### src/rtl/frame_object_sequencer.sv
// Per-frame box-list sequencer: replays an optional background clear plus NUM_OBJ
// clipped rectangles to the box drawer, with a shadow buffer for the next frame and
// a pacing counter that enforces a minimum frame period.
module frame_object_sequencer #(
    parameter int unsigned NUM_OBJ       = 4,
    parameter int unsigned COORD_W       = 9,
    parameter int unsigned COLOR_W       = 3,
    parameter int unsigned SCREEN_WIDTH  = 320,
    parameter int unsigned SCREEN_HEIGHT = 240,
    parameter int unsigned BG_COLOR      = 0,
    parameter int unsigned FRAME_COUNT   = 833332,
    parameter int unsigned COUNT_W       = 32
) (
    input  logic                       clock,
    input  logic                       reset,
    input  logic                       s_valid,
    output logic                       s_ready,
    input  logic [NUM_OBJ*COORD_W-1:0] in_obj_x,
    input  logic [NUM_OBJ*COORD_W-1:0] in_obj_y,
    input  logic [NUM_OBJ*COORD_W-1:0] in_obj_w,
    input  logic [NUM_OBJ*COORD_W-1:0] in_obj_h,
    input  logic [NUM_OBJ*COLOR_W-1:0] in_obj_color,
    input  logic [NUM_OBJ-1:0]         in_obj_en,
    input  logic                       in_bg_en,
    input  logic                       m_ready,
    output logic                       m_valid,
    output logic [COORD_W-1:0]         out_box_x,
    output logic [COORD_W-1:0]         out_box_y,
    output logic [COORD_W-1:0]         out_box_w,
    output logic [COORD_W-1:0]         out_box_h,
    output logic [COLOR_W-1:0]         out_box_color,
    output logic                       out_busy,
    output logic                       out_frame_done
);

    localparam int unsigned IdxW = (NUM_OBJ > 1) ? $clog2(NUM_OBJ) : 1;
    localparam logic [IdxW-1:0]    LastIdx  = IdxW'(NUM_OBJ - 1);
    localparam logic [COORD_W:0]   ScrWExt  = (COORD_W + 1)'(SCREEN_WIDTH);
    localparam logic [COORD_W:0]   ScrHExt  = (COORD_W + 1)'(SCREEN_HEIGHT);
    localparam logic [COORD_W-1:0] BgW      = COORD_W'(SCREEN_WIDTH);
    localparam logic [COORD_W-1:0] BgH      = COORD_W'(SCREEN_HEIGHT);
    localparam logic [COLOR_W-1:0] BgColor  = COLOR_W'(BG_COLOR);
    localparam logic [COUNT_W-1:0] FrameCnt = COUNT_W'(FRAME_COUNT);

    typedef enum logic [1:0] {StIdle, StBg, StObj, StPace} state_e;

    state_e                   state_q, state_d;
    logic                     pending_q, pending_d;
    logic [IdxW-1:0]          idx_q, idx_d;
    logic [COUNT_W-1:0]       count_q, count_d;

    logic [NUM_OBJ*COORD_W-1:0] sh_x_q, sh_y_q, sh_w_q, sh_h_q;
    logic [NUM_OBJ*COLOR_W-1:0] sh_color_q;
    logic [NUM_OBJ-1:0]         sh_en_q;
    logic                       sh_bg_q;

    logic [NUM_OBJ*COORD_W-1:0] act_x_q, act_y_q, act_w_q, act_h_q;
    logic [NUM_OBJ*COLOR_W-1:0] act_color_q;
    logic [NUM_OBJ-1:0]         act_en_q;

    logic                 accept;
    logic                 transfer;
    logic [COORD_W-1:0]   cur_x, cur_y, cur_w, cur_h;
    logic [COLOR_W-1:0]   cur_color;
    logic                 cur_en;
    logic [COORD_W:0]     rem_w, rem_h;
    logic [COORD_W-1:0]   clip_w, clip_h;
    logic                 slot_skip;

    assign s_ready  = !pending_q;
    assign accept   = s_valid && s_ready;
    assign out_busy = (state_q != StIdle);

    // Shadow set capture; a new accept always overwrites the shadow.
    always_ff @(posedge clock or posedge reset) begin
        if (reset) begin
            sh_x_q     <= '0;
            sh_y_q     <= '0;
            sh_w_q     <= '0;
            sh_h_q     <= '0;
            sh_color_q <= '0;
            sh_en_q    <= '0;
            sh_bg_q    <= 1'b0;
        end else if (accept) begin
            sh_x_q     <= in_obj_x;
            sh_y_q     <= in_obj_y;
            sh_w_q     <= in_obj_w;
            sh_h_q     <= in_obj_h;
            sh_color_q <= in_obj_color;
            sh_en_q    <= in_obj_en;
            sh_bg_q    <= in_bg_en;
        end
    end

    // Active set load from the shadow when a frame starts.
    always_ff @(posedge clock or posedge reset) begin
        if (reset) begin
            act_x_q     <= '0;
            act_y_q     <= '0;
            act_w_q     <= '0;
            act_h_q     <= '0;
            act_color_q <= '0;
            act_en_q    <= '0;
        end else if (transfer) begin
            act_x_q     <= sh_x_q;
            act_y_q     <= sh_y_q;
            act_w_q     <= sh_w_q;
            act_h_q     <= sh_h_q;
            act_color_q <= sh_color_q;
            act_en_q    <= sh_en_q;
        end
    end

    // Control state, slot index, pacing counter and pending flag.
    always_ff @(posedge clock or posedge reset) begin
        if (reset) begin
            state_q   <= StIdle;
            pending_q <= 1'b0;
            idx_q     <= '0;
            count_q   <= '0;
        end else begin
            state_q   <= state_d;
            pending_q <= pending_d;
            idx_q     <= idx_d;
            count_q   <= count_d;
        end
    end

    // Current slot decode and clipping against the screen edges.
    always_comb begin
        cur_x     = act_x_q[idx_q*COORD_W +: COORD_W];
        cur_y     = act_y_q[idx_q*COORD_W +: COORD_W];
        cur_w     = act_w_q[idx_q*COORD_W +: COORD_W];
        cur_h     = act_h_q[idx_q*COORD_W +: COORD_W];
        cur_color = act_color_q[idx_q*COLOR_W +: COLOR_W];
        cur_en    = act_en_q[idx_q];
        rem_w     = ScrWExt - {1'b0, cur_x};
        rem_h     = ScrHExt - {1'b0, cur_y};
        // The remaining span is only chosen when it is <= w, so it fits COORD_W bits.
        clip_w    = ({1'b0, cur_w} < rem_w) ? cur_w : rem_w[COORD_W-1:0];
        clip_h    = ({1'b0, cur_h} < rem_h) ? cur_h : rem_h[COORD_W-1:0];
        slot_skip = !cur_en || ({1'b0, cur_x} >= ScrWExt) || ({1'b0, cur_y} >= ScrHExt) ||
                    (cur_w == '0) || (cur_h == '0);
    end

    // Next-state logic and box request outputs.
    always_comb begin
        state_d        = state_q;
        idx_d          = idx_q;
        count_d        = (count_q == FrameCnt) ? count_q : count_q + COUNT_W'(1);
        transfer       = 1'b0;
        m_valid        = 1'b0;
        out_box_x      = '0;
        out_box_y      = '0;
        out_box_w      = '0;
        out_box_h      = '0;
        out_box_color  = '0;
        out_frame_done = 1'b0;

        unique case (state_q)
            StIdle: begin
                if (pending_q) begin
                    transfer = 1'b1;
                    count_d  = '0;
                    idx_d    = '0;
                    state_d  = sh_bg_q ? StBg : StObj;
                end
            end
            StBg: begin
                m_valid       = 1'b1;
                out_box_w     = BgW;
                out_box_h     = BgH;
                out_box_color = BgColor;
                if (m_ready) begin
                    state_d = StObj;
                end
            end
            StObj: begin
                if (!slot_skip) begin
                    m_valid       = 1'b1;
                    out_box_x     = cur_x;
                    out_box_y     = cur_y;
                    out_box_w     = clip_w;
                    out_box_h     = clip_h;
                    out_box_color = cur_color;
                end
                // Skipped slots advance unconditionally after one cycle.
                if (slot_skip || m_ready) begin
                    if (idx_q == LastIdx) begin
                        state_d = StPace;
                    end else begin
                        idx_d = idx_q + IdxW'(1);
                    end
                end
            end
            StPace: begin
                if (count_q == FrameCnt) begin
                    out_frame_done = 1'b1;
                    state_d        = StIdle;
                end
            end
            default: state_d = StIdle;
        endcase

        // An accept on the transfer edge wins, so the shadow stays pending.
        if (accept) begin
            pending_d = 1'b1;
        end else if (transfer) begin
            pending_d = 1'b0;
        end else begin
            pending_d = pending_q;
        end
    end

endmodule

### config.mk
export PLATFORM = sky130hd
export DESIGN_NAME = frame_object_sequencer
export DESIGN_NICKNAME = d
export VERILOG_FILES = /design/src/rtl/frame_object_sequencer.sv
export SDC_FILE = /design/constraint.sdc
export NUM_CORES = 1
export LEC_CHECK = 0
export ABC_AREA = 1
export ABC_CLOCK_PERIOD_IN_PS = 15400
export BUFFER_PORTS_ARGS = -buffer_cell sky130_fd_sc_hd__buf_2
export CAP_MARGIN = 20
export CORE_ASPECT_RATIO = 1.75
export CORE_MARGIN = 2
export CORE_UTILIZATION = 58
export CTS_BUF_LIST = sky130_fd_sc_hd__clkbuf_16
export CTS_CLUSTER_SIZE = 24
export DETAILED_ROUTE_END_ITERATION = 10
export PLACE_DENSITY_LB_ADDON = 0.15
export REMOVE_ABC_BUFFERS = 1
export SLEW_MARGIN = 20
export SYNTH_ARGS = -nofsm -noshare
export SYNTH_HDL_FRONTEND = slang
export SYNTH_SLANG_ARGS = --single-unit
### constraint.sdc
create_clock -name clock -period 15.4 [get_ports clock]
set_input_delay 2.31 -clock clock [delete_from_list [all_inputs] [get_ports clock]]
set_output_delay 2.31 -clock clock [all_outputs]
set_load 0.02 [all_outputs]
Word level (Yosys, flattened, before mapping) --
Index checks and enable logic that the tools add are counted.
Storage, ports and cells: register bits after elaboration 358, input port bits 165, output and inout bits 43, word-level logic and storage cells 96
Operators by class: add/sub/neg operators 4, multiply operators 2, order comparisons 5, equal/unequal tests 11, shift-type cells 5, muxes and demuxes 36, reduce and logical (&&, ||, !) cells 16
Operators by type and width (number):
- indexed part select 36 x 7 -> 9 bit | 4
- two-way mux 32 bit | 3
- two-way mux 9 bit | 8
- case mux 9 bit (2 select lines) | 2
- adder 32 x 1 -> 32 bit (second input constant) | 1
- == test 32 x 20 -> 1 bit (second input constant) | 1
- < comparator 9 x 10 -> 1 bit | 2
- logical NOT 9 bit | 2
- two-way mux 2 bit | 9
- inequality test 2 bit (second input constant) | 6
- indexed part select 12 x 5 -> 3 bit | 1
- subtractor 8 x 9 -> 10 bit (first input constant) | 1
- subtractor 9 x 9 -> 10 bit (first input constant) | 1
- >= comparator 9 x 8 -> 1 bit (second input constant) | 1
- >= comparator 9 bit (second input constant) | 1
- two-way mux 1 bit | 8
- case mux 2 bit (4 select lines) | 1
- == test 2 bit (second input constant) | 3
- multiplier 2 x 4 -> 6 bit (second input constant) | 1
- two-way mux 3 bit | 2
- nonzero test 2 bit | 3
- logical OR 1 bit | 5
- AND reduction 5 bit | 1
- multiplier 2 x 2 -> 4 bit (second input constant) | 1
- other kinds (10) | 11

Logic depth before layout (Yosys ltp) --
Gate-level depths: netlist (run 1).
word-level depth 10, gate-level depth with buffers 25, depth with buffers taken out 22

Worst setup path after synthesis (run 1) --
OpenSTA, ideal clock, no wires.
kind register to output, start reg idx_q[0], end out out_box_w[2], arrival time 3.016 ns, data required time 13.090 ns, path slack 10.074 ns, stages on the path, launching flop included 23, buffers on the path 3, cell sequence dfrtp_1 buf_6 buf_6 o21ai_0 nor2_1 a21oi_2 ha_1 nand2_1 nor2_1 xnor2_1 ha_1 inv_1 o31a_1 nand2_1 nand2_1 nand2_1 nand2_1 nand2_1 nand2_2 buf_6 nand2_1 nand2_1 nor2_1
Between the ends: word-level cells in the longest chain between the ends 9, elaborated cells between the ends (all ways) 21
Ends and longest elaborated chain:
- start: declaration | line 49 | logic [IdxW-1:0] idx_q, idx_d;
- start signal: assignment | line 124 | idx_q <= idx_d;
- branches (longest 7 deep; another with subtractor 9 x 9 -> 10 bit)
- two-way mux 9 bit * | line 179 | if (!slot_skip) begin
- case mux 9 bit (2 select lines) * | line 160 | unique case (state_q)
- end: declaration | line 29 | output logic [COORD_W-1:0] out_box_w,
Every way passes the cells marked *. The select of a mux whose other input is x is not followed.

Worst setup path after layout (run 1) --
start reg idx_q[0], end out out_box_w[7]
The elaborated chain is that of the path after synthesis.

==> key figures, run 1 <==
Run status
  • Status: completed

Setup path
  • Critical Path Max Stage Delay: 0.71 ns
  • Reg-to-Reg Start: state_q[1]$_DFFE_PP0P_
  • Worst-path cell chain: buf_4 > nand2_1 > nand3_1 > nand2_1 > inv_1 > ha_1 > nand2_1 > nor2_1 > xnor2_1 > ha_1 > inv_1 > o31a_1 > nand2_1 > nand2_1 > nand2_1 > nand2_1 > nand2_1 > nand2_2 > inv_1 > nor2_1 > nor2_1 > buf_2
  • Crit-path max FO: 69
  • Crit end category: output port
  • CP max-delay cell: buf_4
  • Startpoint types: flop
  • Crit path arrival time: 4.77 ns
  • Worst Setup Path Type: flop to output port
  • Required time of the worst setup path: 13.09 ns
  • Setup crit start: idx_q[0]$_DFFE_PP0P_
  • CP dominant cell by count: nand2_1
  • R2R Setup Slk: 11.76 ns

Clocking
  • CTS tree: built
  • Clock root cell: clkbuf_16
  • Hold bufs inserted after CTS: 0
  • H-tree depth reported by CTS: 2
  • Clk Latency, worst-skew pair: 0.53 ns
  • Reg clk slew, reported paths: 0.06 ns
  • Number of CTS-inserted buffers: 35
  • Maximum root-to-sink buffer count: 3
  • Clock sinks: 358
  • Post-CTS setup buffer count: 0
  • Post-CTS resize count: 0

Floorplan
  • Site Rows: 82
  • Die span in y: 229 microns
  • Initial Util: 58.6%
  • Die area: 0.0303 sq mm
  • Core area: 0.0285 sq mm
  • # IOs: 208
  • Die Wd: 132 microns

Layout
  • Layout area overhead: 14.1%
  • Reg area: 0.00896 sq mm
  • Layout net count: 2232
  • Layout Utilization: 66.9%
  • Antenna cells: 0
  • Fill count: 2412
  • Post-Layout Inst Area: 0.0191 sq mm
  • Share of cells above drive strength 1: 21.2%
  • Multi-input logic area: 0.00674 sq mm
  • Non-Filler Instances: 2446

Run
  • MaxCap Viol Count: 0

Timing
  • RSZ-0062 raised after global routing: false
  • Setup Viol. Count Final: 0
  • Final min period: 7.08 ns
  • Setup_tns: 0 ns
  • Fin Clk Skew: 0.0212 ns
  • Setup slack after layout: 8.32 ns
  • Rel. slew slack: 33.7%
  • Final period util: 46.0%
  • WHS: 0.463 ns
  • Worst slew pin tran: 0.994 ns
  • Fin. Hold Viols: 0
  • Highest Clock Rate: 141 MHz
  • Final Max Slew Viols: 0

Logic synthesis
  • Synth Instances: 1881
  • Syn avg cell area: 8.89 sq um
  • Yosys warnings: 0
  • Synth cell types: 43
  • Share of the synthesized area in the top cell type: 53.6%
  • Synth Register Bits: 358
  • Yosys top cell by area: dfrtp_1
  • Sequential area share after synthesis: 53.6%
  • Synth top area cells: dfrtp_1, nand2_1, mux2_2
  • Cell Area, Synth: 0.0167 sq mm

Detailed routing
  • Total wire length: 39900 microns
  • Final ANT Viol Nets: 0
  • DR vias/cell: 5.31
  • Routed via count: 13000
  • DRC: 0
  • Per-cell routed wire length: 16.3 microns
  • Pre-antenna DRT Iters: 5
  • DRT iter0 DRCs: 603

Power and ir drop
  • Design Power: 2.30 mW
  • Leak: 10.1 nW
  • Max IR drop VDD: 0.106 mV
  • Power Density: 120 mW/mm^2

Worst hold path
  • HP Class: flop to flop
  • Hold Path Origin: sh_y_q[16]$_DFFE_PP0P_

Global route
  • First-pass GRT wire length: 65400 microns
  • Vias in the first global route: 13200
  • Initial antenna violation count: 1
  • Largest net degree at the start of global routing: 118
  • GRT Residual Overflow: 0
  • Gr usage total: 26.9%

Place
  • Placed cells: 2383
  • Gpl congestion: 0.870
  • Post-DP HPWL: 27000 microns
  • Cell Area, Placed: 0.0178 sq mm
  • Worst slack, placed: 8.86 ns
  • Port bufs: 206
[power breakdown]
group	switching, mW	total, mW	internal [mW]	leakage, nW
registers	0.0778	1.17	1.09	4.39
clock network	0.366	0.919	0.553	0.616
logic	0.0875	0.207	0.120	5.13
[state kept, by name (all words and copies together) (netlist names)]
signal and cells:
sh_en_q 4, act_h_q 36, sh_w_q 36, count_q 32
act_color_q 12, act_x_q 36, state_q 2, act_en_q 4
idx_q 2, act_y_q 36, pending_q 1, sh_x_q 36
act_w_q 36, sh_color_q 12, sh_h_q 36, sh_bg_q 1
sh_y_q 36
[synthesized netlist by cell type]
| cell type | n |
|---|---|
| mux2_2 | 126 |
| inv_2 | 2 |
| nor2_2 | 6 |
| inv_6 | 1 |
| o31ai_1 | 1 |
| nand4_1 | 12 |
| nand2_1 | 637 |
| o41ai_1 | 1 |
| or2_2 | 4 |
| inv_1 | 144 |
| a21oi_1 | 81 |
| buf_1 | 17 |
| ha_1 | 25 |
| nand2_4 | 1 |
| buf_6 | 13 |
| o21ai_0 | 90 |
| o211ai_1 | 4 |
| xor2_1 | 15 |
| buf_4 | 9 |
| o31a_1 | 2 |
| nor4_2 | 1 |
| nor3_2 | 2 |
| o21a_1 | 1 |
| nor2_8 | 1 |
| nand3_1 | 82 |
| a31oi_1 | 2 |
| a21oi_2 | 3 |
| nor3b_1 | 1 |
| clkbuf_1 | 44 |
| nor3_1 | 23 |
| and2_1 | 2 |
| o22ai_1 | 1 |
| nand3b_1 | 3 |
| xnor2_1 | 9 |
| nor4_1 | 6 |
| dfrtp_1 | 358 |
| nor2_1 | 121 |
| a32oi_2 | 1 |
| nand2_2 | 10 |
| conb_1 | 1 |
| nand3_2 | 3 |
| buf_2 | 10 |
| a211oi_1 | 5 |
[layout make-up]
class / count / area share (%)
Tap cell: 378 / 2.48
Sequential cell: 358 / 47.0
Timing Repair Buffer: 217 / 5.83
Multi-Input combinational cell: 1283 / 35.3
Clock inverter: 26 / 1.59
Clock buffer: 37 / 4.85
Inverter: 147 / 2.97
[routing by layer]
| metal | up-vias | GRT usage (%) | share of wire [%] | wire [microns] |
|---|---|---|---|---|
| met1 | 6278 | 31.7 | 39 | 15400 |
| met3 | 94 | 3.46 | 3.6 | 1450 |
| met4 | 2 | 10.7 | 3.9 | 1540 |
| met5 | - | 0 | 0.035 | 14 |
| li1 | 6327 | - | - | - |
| met2 | 290 | 49.2 | 54 | 21500 |
[critical path: cells and delay by family (launching register included)]
kind                       cells  cell delay, ns
and+or+nand+nor               13            1.46
adders and majority gates      2            0.48
buffers and inverters          5            1.27
DFF                            1            0.61
AOI/OAI and AO/OA              1            0.29
xor gates and xnor gates       1            0.12
[cell families (layout without fill, tap and decap cells)]
logic type                 count (synthesis)  count (layout)  synth area share (%)
DFF                                      358             358                  53.6
muxes                                    126             126                  8.48
buffers and inverters                    240             427                  6.28
xor gates and xnor gates                  24              24                  1.26
AOI/OAI and AO/OA                        192             192                  6.13
other                                      1               1                0.0224
adders and majority gates                 25              25                  1.87
and+or+nand+nor                          915             915                  22.4
[final timing paths]
path / to / depth (start not counted)
worst max register to register: act_y_q[9]$_DFFE_PP0P_ / 7
worst min-delay path: act_y_q[16]$_DFFE_PP0P_ / 2
worst min register to register: act_y_q[16]$_DFFE_PP0P_ / 2
max in group asynchronous: sh_w_q[27]$_DFFE_PP0P_ / 3
min in group asynchronous: sh_x_q[7]$_DFFE_PP0P_ / 2
worst max-delay path: out_box_w[7] / 22
[placed cells by master, fill, tap and decap left out, types with 2 or more instances in the layout]
| master | count |
|---|---|
| nand3_2 | 3 |
| nor2_1 | 121 |
| o21ai_0 | 90 |
| a31oi_1 | 2 |
| ha_1 | 25 |
| dfrtp_1 | 356 |
| clkinvlp_4 | 2 |
| and2_1 | 2 |
| nand3b_1 | 3 |
| xor2_1 | 15 |
| bufinv_16 | 7 |
| clkinv_2 | 7 |
| inv_2 | 2 |
| clkinv_1 | 5 |
| nor2_2 | 6 |
| a211oi_1 | 5 |
| nor3_1 | 23 |
| nand4_1 | 12 |
| o31a_1 | 2 |
| nor3_2 | 2 |
| a21oi_2 | 3 |
| mux2_2 | 126 |
| a21oi_1 | 81 |
| inv_1 | 146 |
| buf_2 | 206 |
| nand3_1 | 82 |
| clkbuf_16 | 37 |
| nand2_1 | 635 |
| xnor2_1 | 9 |
| nor4_1 | 6 |
| nand2_2 | 10 |
| or2_2 | 4 |
| nand2_4 | 2 |
| o211ai_1 | 4 |
| buf_4 | 11 |
Power figures use the tool's default switching activity.
==> inputs of run 2 (changes only) <==
--- a/config.mk
+++ b/config.mk
@@ -6,12 +6,12 @@
 export NUM_CORES = 1
 export LEC_CHECK = 0
 export ABC_AREA = 1
-export ABC_CLOCK_PERIOD_IN_PS = 15400
+export ABC_CLOCK_PERIOD_IN_PS = 6000
 export BUFFER_PORTS_ARGS = -buffer_cell sky130_fd_sc_hd__buf_2
 export CAP_MARGIN = 20
 export CORE_ASPECT_RATIO = 1.75
 export CORE_MARGIN = 2
-export CORE_UTILIZATION = 58
+export CORE_UTILIZATION = 53
 export CTS_BUF_LIST = sky130_fd_sc_hd__clkbuf_16
 export CTS_CLUSTER_SIZE = 24
 export DETAILED_ROUTE_END_ITERATION = 10
==> constraint.sdc (replaced) <==
create_clock -name clock -period 6 [get_ports clock]
set_input_delay 0.9 -clock clock [delete_from_list [all_inputs] [get_ports clock]]
set_output_delay 0.9 -clock clock [all_outputs]
set_load 0.02 [all_outputs]
==> key figures, run 2 (same netlist as run 1, synthesis figures left out) <==
Run status
  • Status: completed

Timing
  • Final min period: 5.28 ns
  • Fin. Hold Viols: 0
  • Highest Clock Rate: 189 MHz
  • Rel. slew slack: 31.2%
  • Final Max Slew Viols: 0
  • Setup_tns: 0 ns
  • RSZ-0062 raised after global routing: false
  • Worst slew pin tran: 1.03 ns
  • Final period util: 88.1%
  • Fin Clk Skew: 0.0156 ns
  • Setup Viol. Count Final: 0

Floorplan
  • Site Rows: 86
  • Die span in y: 239 microns
  • Die Wd: 138 microns
  • Die area: 0.0330 sq mm
  • Core area: 0.0313 sq mm
  • # IOs: 208
  • Initial Util: 53.4%

Clocking
  • H-tree depth reported by CTS: 2
  • Post-CTS setup buffer count: 0
  • CTS tree: built
  • Clk Latency, worst-skew pair: 0.53 ns
  • Clock root cell: clkbuf_16
  • Number of CTS-inserted buffers: 35
  • Reg clk slew, reported paths: 0.07 ns
  • Post-CTS resize count: 0
  • Maximum root-to-sink buffer count: 3
  • Clock sinks: 358
  • Hold bufs inserted after CTS: 0

Layout
  • Most frequent cells in the layout: nand2_1, dfrtp_1, buf_2
  • Most common cell after layout, fill and taps aside: nand2_1
  • Antenna cells: 0
  • Layout net count: 2232
  • Layout area overhead: 14.1%
  • Share of cells above drive strength 1: 21.0%
  • Layout Utilization: 60.9%
  • Fill count: 2771
  • Post-Layout Inst Area: 0.0191 sq mm

Global route
  • First-pass GRT wire length: 66900 microns
  • Vias in the first global route: 13300
  • Largest net degree at the start of global routing: 149
  • Gr usage total: 25.3%
  • GRT Residual Overflow: 0
  • Initial antenna violation count: 0

Detailed routing
  • Routed via count: 12900
  • Total wire length: 41300 microns
  • DRC: 0
  • Per-cell routed wire length: 16.8 microns
  • DRT iter0 DRCs: 600
  • Final ANT Viol Nets: 0
  • DR vias/cell: 5.25
  • Pre-antenna DRT Iters: 8

Place
  • Port bufs: 206
  • Gpl congestion: 0.899
  • Cell Area, Placed: 0.0179 sq mm
  • Post-DP HPWL: 28500 microns

Setup path
  • Worst Setup Path Type: flop to output port
  • Crit end category: output port
  • Required time of the worst setup path: 5.10 ns
  • Crit-path max FO: 39
  • Startpoint types: flop
  • Crit path arrival time: 4.38 ns

Power and ir drop
  • Design Power: 5.83 mW
  • Power Density: 305 mW/mm^2
  • Leak: 10.1 nW
  • Max IR drop VDD: 0.262 mV

Worst hold path
  • HP Class: primary input to asynchronous set/reset pin

Run
  • MaxCap Viol Count: 0
run 2: path summary, 6_finish.rpt:
| kind | start | endpoint | slack, ns | cells past startpoint |
|---|---|---|---|---|
| setup reg to reg | state_q[0]$_DFFE_PP0P_ | act_x_q[10]$_DFFE_PP0P_ | 2.80 | 7 |
| min in group clock | sh_y_q[3]$_DFFE_PP0P_ | act_y_q[3]$_DFFE_PP0P_ | 0.46 | 2 |
| hold / removal | reset | act_w_q[3]$_DFFE_PP0P_ | 0.44 | 2 |
| setup / recovery | idx_q[0]$_DFFE_PP0P_ | out_box_h[3] | 0.72 | 21 |
| hold reg to reg | sh_y_q[3]$_DFFE_PP0P_ | act_y_q[3]$_DFFE_PP0P_ | 0.46 | 2 |
| max in group asynchronous | reset | sh_h_q[9]$_DFFE_PP0P_ | 4.25 | 3 |
run 2: layout make-up:
type	count	area, sq um	share of cell area (%)
Multi-Input combinational cell	1283	6730	35.3
Timing Repair Buffer	217	1140	5.97
Clock inverter	25	258	1.35
Tap cell	396	495	2.60
Inverter	147	567	2.97
Clock buffer	37	926	4.85
Sequential cell	358	8960	47.0
run 2: critical path: stages (launching register included):
cell and delay (ns):
dfrtp_4 0.66, buf_4 0.44, o21ai_0 0.19, a21oi_2 0.26
nand2_1 0.08, nor2_1 0.19, nand2_1 0.13, nand2_1 0.09
xor2_1 0.09, ha_1 0.31, inv_1 0.06, o31a_1 0.27
nand2_1 0.07, nand2_1 0.05, nand2_1 0.05, nand2_1 0.04
nand2_1 0.19, nand2_2 0.20, nand2_1 0.10, nand2_1 0.05
nor2_1 0.14, buf_2 0.18
run 2: per-stage QoR:
step | setup slack, ns | std cells | hold WS, ns
floorplan | -4.83 | 1788 | 0.436
global placement | 1.35 | 2401 | 0.447
detailed placement | 1.33 | 2401 | 0.454
CTS | 0.747 | 2463 | 0.467
global route | 0.346 | 2463 | 0.489
finish | 0.716 | 2463 | 0.443
run 2: per-layer routing:
| layer | wire length (microns) | part of all wire (%) | global-route usage (%) |
|---|---|---|---|
| met1 | 16300 | 39 | 30.0 |
| met2 | 21500 | 52 | 45.7 |
| met3 | 1630 | 4.0 | 3.06 |
| met4 | 1960 | 4.8 | 12.3 |
| met5 | 0 | 0 | 0 |
run 2: report_power, final:
part	internal, mW	leakage [nW]	switching, mW	total, mW
clock	1.34	0.595	0.948	2.28
combinational	0.308	5.15	0.227	0.535
sequential	2.80	4.39	0.207	3.01
total	4.45	10.1	1.38	5.83
==> inputs of run 3 (changes only) <==
--- a/config.mk
+++ b/config.mk
@@ -6,13 +6,13 @@
 export NUM_CORES = 1
 export LEC_CHECK = 0
 export ABC_AREA = 1
-export ABC_CLOCK_PERIOD_IN_PS = 6000
+export ABC_CLOCK_PERIOD_IN_PS = 6700
 export BUFFER_PORTS_ARGS = -buffer_cell sky130_fd_sc_hd__buf_2
 export CAP_MARGIN = 20
 export CORE_ASPECT_RATIO = 1.75
 export CORE_MARGIN = 2
-export CORE_UTILIZATION = 53
-export CTS_BUF_LIST = sky130_fd_sc_hd__clkbuf_16
+export CORE_UTILIZATION = 65
+export CTS_BUF_LIST = sky130_fd_sc_hd__clkbuf_4 sky130_fd_sc_hd__clkbuf_8
 export CTS_CLUSTER_SIZE = 24
 export DETAILED_ROUTE_END_ITERATION = 10
 export PLACE_DENSITY_LB_ADDON = 0.15
==> constraint.sdc (replaced) <==
create_clock -name clock -period 6.7 [get_ports clock]
set_input_delay 1.005 -clock clock [delete_from_list [all_inputs] [get_ports clock]]
set_output_delay 1.005 -clock clock [all_outputs]
set_load 0.02 [all_outputs]
==> key figures, run 3 (same netlist as run 1, synthesis figures left out) <==
Run status
  • Status: completed

Timing
  • Worst slew pin tran: 0.955 ns
  • Final Max Slew Viols: 0
  • Highest Clock Rate: 170 MHz
  • Setup slack after layout: 0.833 ns
  • Fin. Hold Viols: 0
  • Fin Clk Skew: 0.0210 ns
  • RSZ-0062 raised after global routing: false
  • Setup Viol. Count Final: 0
  • Final min period: 5.87 ns
  • Final period util: 87.6%
  • Rel. slew slack: 36.4%

Clocking
  • Clock root cell: clkbuf_8
  • Clock sinks: 358
  • Hold bufs inserted after CTS: 0
  • Maximum root-to-sink buffer count: 3
  • Clk Latency, worst-skew pair: 0.59 ns
  • Post-CTS resize count: 0
  • CTS tree: built
  • Number of CTS-inserted buffers: 51
  • Post-CTS setup buffer count: 0
  • H-tree depth reported by CTS: 2
  • Reg clk slew, reported paths: 0.06 ns

Floorplan
  • Die Wd: 125 microns
  • Core area: 0.0252 sq mm
  • Site Rows: 77
  • Die span in y: 216 microns
  • # IOs: 208
  • Initial Util: 66.3%
  • Die area: 0.0271 sq mm

Layout
  • Reg area: 0.00896 sq mm
  • Layout net count: 2247
  • Antenna cells: 0
  • Layout Utilization: 74.6%
  • Most frequent cells in the layout: nand2_1, dfrtp_1, buf_2
  • Most common cell after layout, fill and taps aside: nand2_1
  • Fill count: 1937
  • Layout area overhead: 12.6%
  • Share of cells above drive strength 1: 22.4%
  • Multi-input logic area: 0.00673 sq mm

Setup path
  • Required time of the worst setup path: 5.69 ns
  • CP dominant cell by count: nand2_1
  • Worst-path cell chain: inv_6 > nor2_2 > nor2_1 > a21oi_2 > ha_1 > nand2_1 > nor2_1 > xnor2_1 > ha_1 > inv_1 > o31a_1 > nand2_1 > nand2_1 > nand2_1 > nand2_1 > nand2_1 > nand2_2 > nand2_1 > nand2_1 > nor2_1 > buf_2
  • Crit-path max FO: 75
  • Critical Path Max Stage Delay: 1.01 ns
  • Crit path arrival time: 4.86 ns
  • WP buf/inv: 3
  • Delay-heaviest family, CP: simple AND/OR/NAND/NOR gates
  • Worst Setup Path Type: flop to output port
  • Startpoint types: flop
  • Crit end category: output port
  • CP max-delay cell: dfrtp_4
  • Critical Path Stages: 21
  • R2R cell count: 13

Worst hold path
  • Hold Crit Depth: 2
  • HP Class: flop to flop

Detailed routing
  • Final ANT Viol Nets: 0
  • Per-cell routed wire length: 16.8 microns
  • Total wire length: 40300 microns
  • DRC: 0
  • Routed via count: 13200
  • Pre-antenna DRT Iters: 5
  • DRT iter0 DRCs: 792
  • DR vias/cell: 5.47

Place
  • Gpl congestion: 0.859
  • Port bufs: 206
  • Post-DP HPWL: 27400 microns
  • Worst slack, placed: 1.54 ns

Run
  • MaxCap Viol Count: 0

Global route
  • Initial antenna violation count: 1
  • First-pass GRT wire length: 65700 microns
  • GRT Residual Overflow: 0
  • Gr usage total: 30.2%
  • Vias in the first global route: 13400
  • Largest net degree at the start of global routing: 139

Power and ir drop
  • Max IR drop VDD: 0.201 mV
  • Power Density: 262 mW/mm^2
  • Reg power frac: 54.5%
  • Internal power: 3.73 mW
  • P_sw: 1.19 mW
  • Leak: 10.1 nW
  • Clock Power Share: 35.8%
  • Switch share: 24.2%
  • Combinational share of power: 9.7%
## run 3: cell types whose count changed in the layout (fill, tap and decap cells not counted), sizes merged
cell and delta:
buf -1, bufinv -4, clkbuf +40, clkinv -7
inv -6
## run 3: final timing paths
check / startpoint / end / slack [ns]
worst max-delay path: idx_q[0]$_DFFE_PP0P_ / out_box_w[2] / 0.83
worst min-delay path: sh_x_q[16]$_DFFE_PP0P_ / act_x_q[16]$_DFFE_PP0P_ / 0.44
worst max register to register: idx_q[0]$_DFFE_PP0P_ / idx_q[0]$_DFFE_PP0P_ / 3.29
worst min register to register: sh_x_q[16]$_DFFE_PP0P_ / act_x_q[16]$_DFFE_PP0P_ / 0.44
max in group asynchronous: reset / sh_x_q[32]$_DFFE_PP0P_ / 4.83
min in group asynchronous: reset / sh_w_q[16]$_DFFE_PP0P_ / 0.51
## run 3: routing by layer
metal | track usage (%) | wire length, microns
met4 | 11.8 | 1420
met2 | 55.5 | 21600
met3 | 4.25 | 1740
met1 | 35.6 | 15500
met5 | 0 | 13
## run 3: final cells by class
cell class                 instances  share of cell area [%]
sequential                       358                    47.6
multi-input combinational       1283                    35.8
timing repair buffer             216                    6.01
clock buffer                      77                    5.10
inverter                         147                    3.01
tap                              316                    2.10
clock inverter                     8                   0.405
## run 3: metrics by stage
step,instances,power (mW),cell area [sq um],hold slack (ns),TNS (ns)
detailed placement,2320,3.21,17800,0.453,0
CTS,2405,4.97,18800,0.461,0
finish,2405,4.93,18800,0.445,0
global placement,2320,3.17,17800,0.446,0
global route,2405,5.13,18800,0.487,0
floorplan,1788,3.04,16200,0.436,-1561.43
## run 3: worst register-to-register path: cells and delay by family, from the launching register on
family | cells | cell delay, ns
AND/OR/NAND/NOR | 10 | 1.49
buffers and inverters | 1 | 0.47
adder cells (fa/ha/maj) | 1 | 0.20
flip-flops | 1 | 1.01
AO/OA/AOI/OAI | 1 | 0.17
## run 3: power by group through the flow
stage                     registers (mW)  clock network (mW)  logic, mW
after floorplan                     2.66                   0      0.381
after global placement              2.71                   0      0.459
after detailed placement            2.72                   0      0.486
after CTS                           2.68                1.79      0.488
after global routing                2.72                1.88      0.533
final                               2.69                1.76      0.477
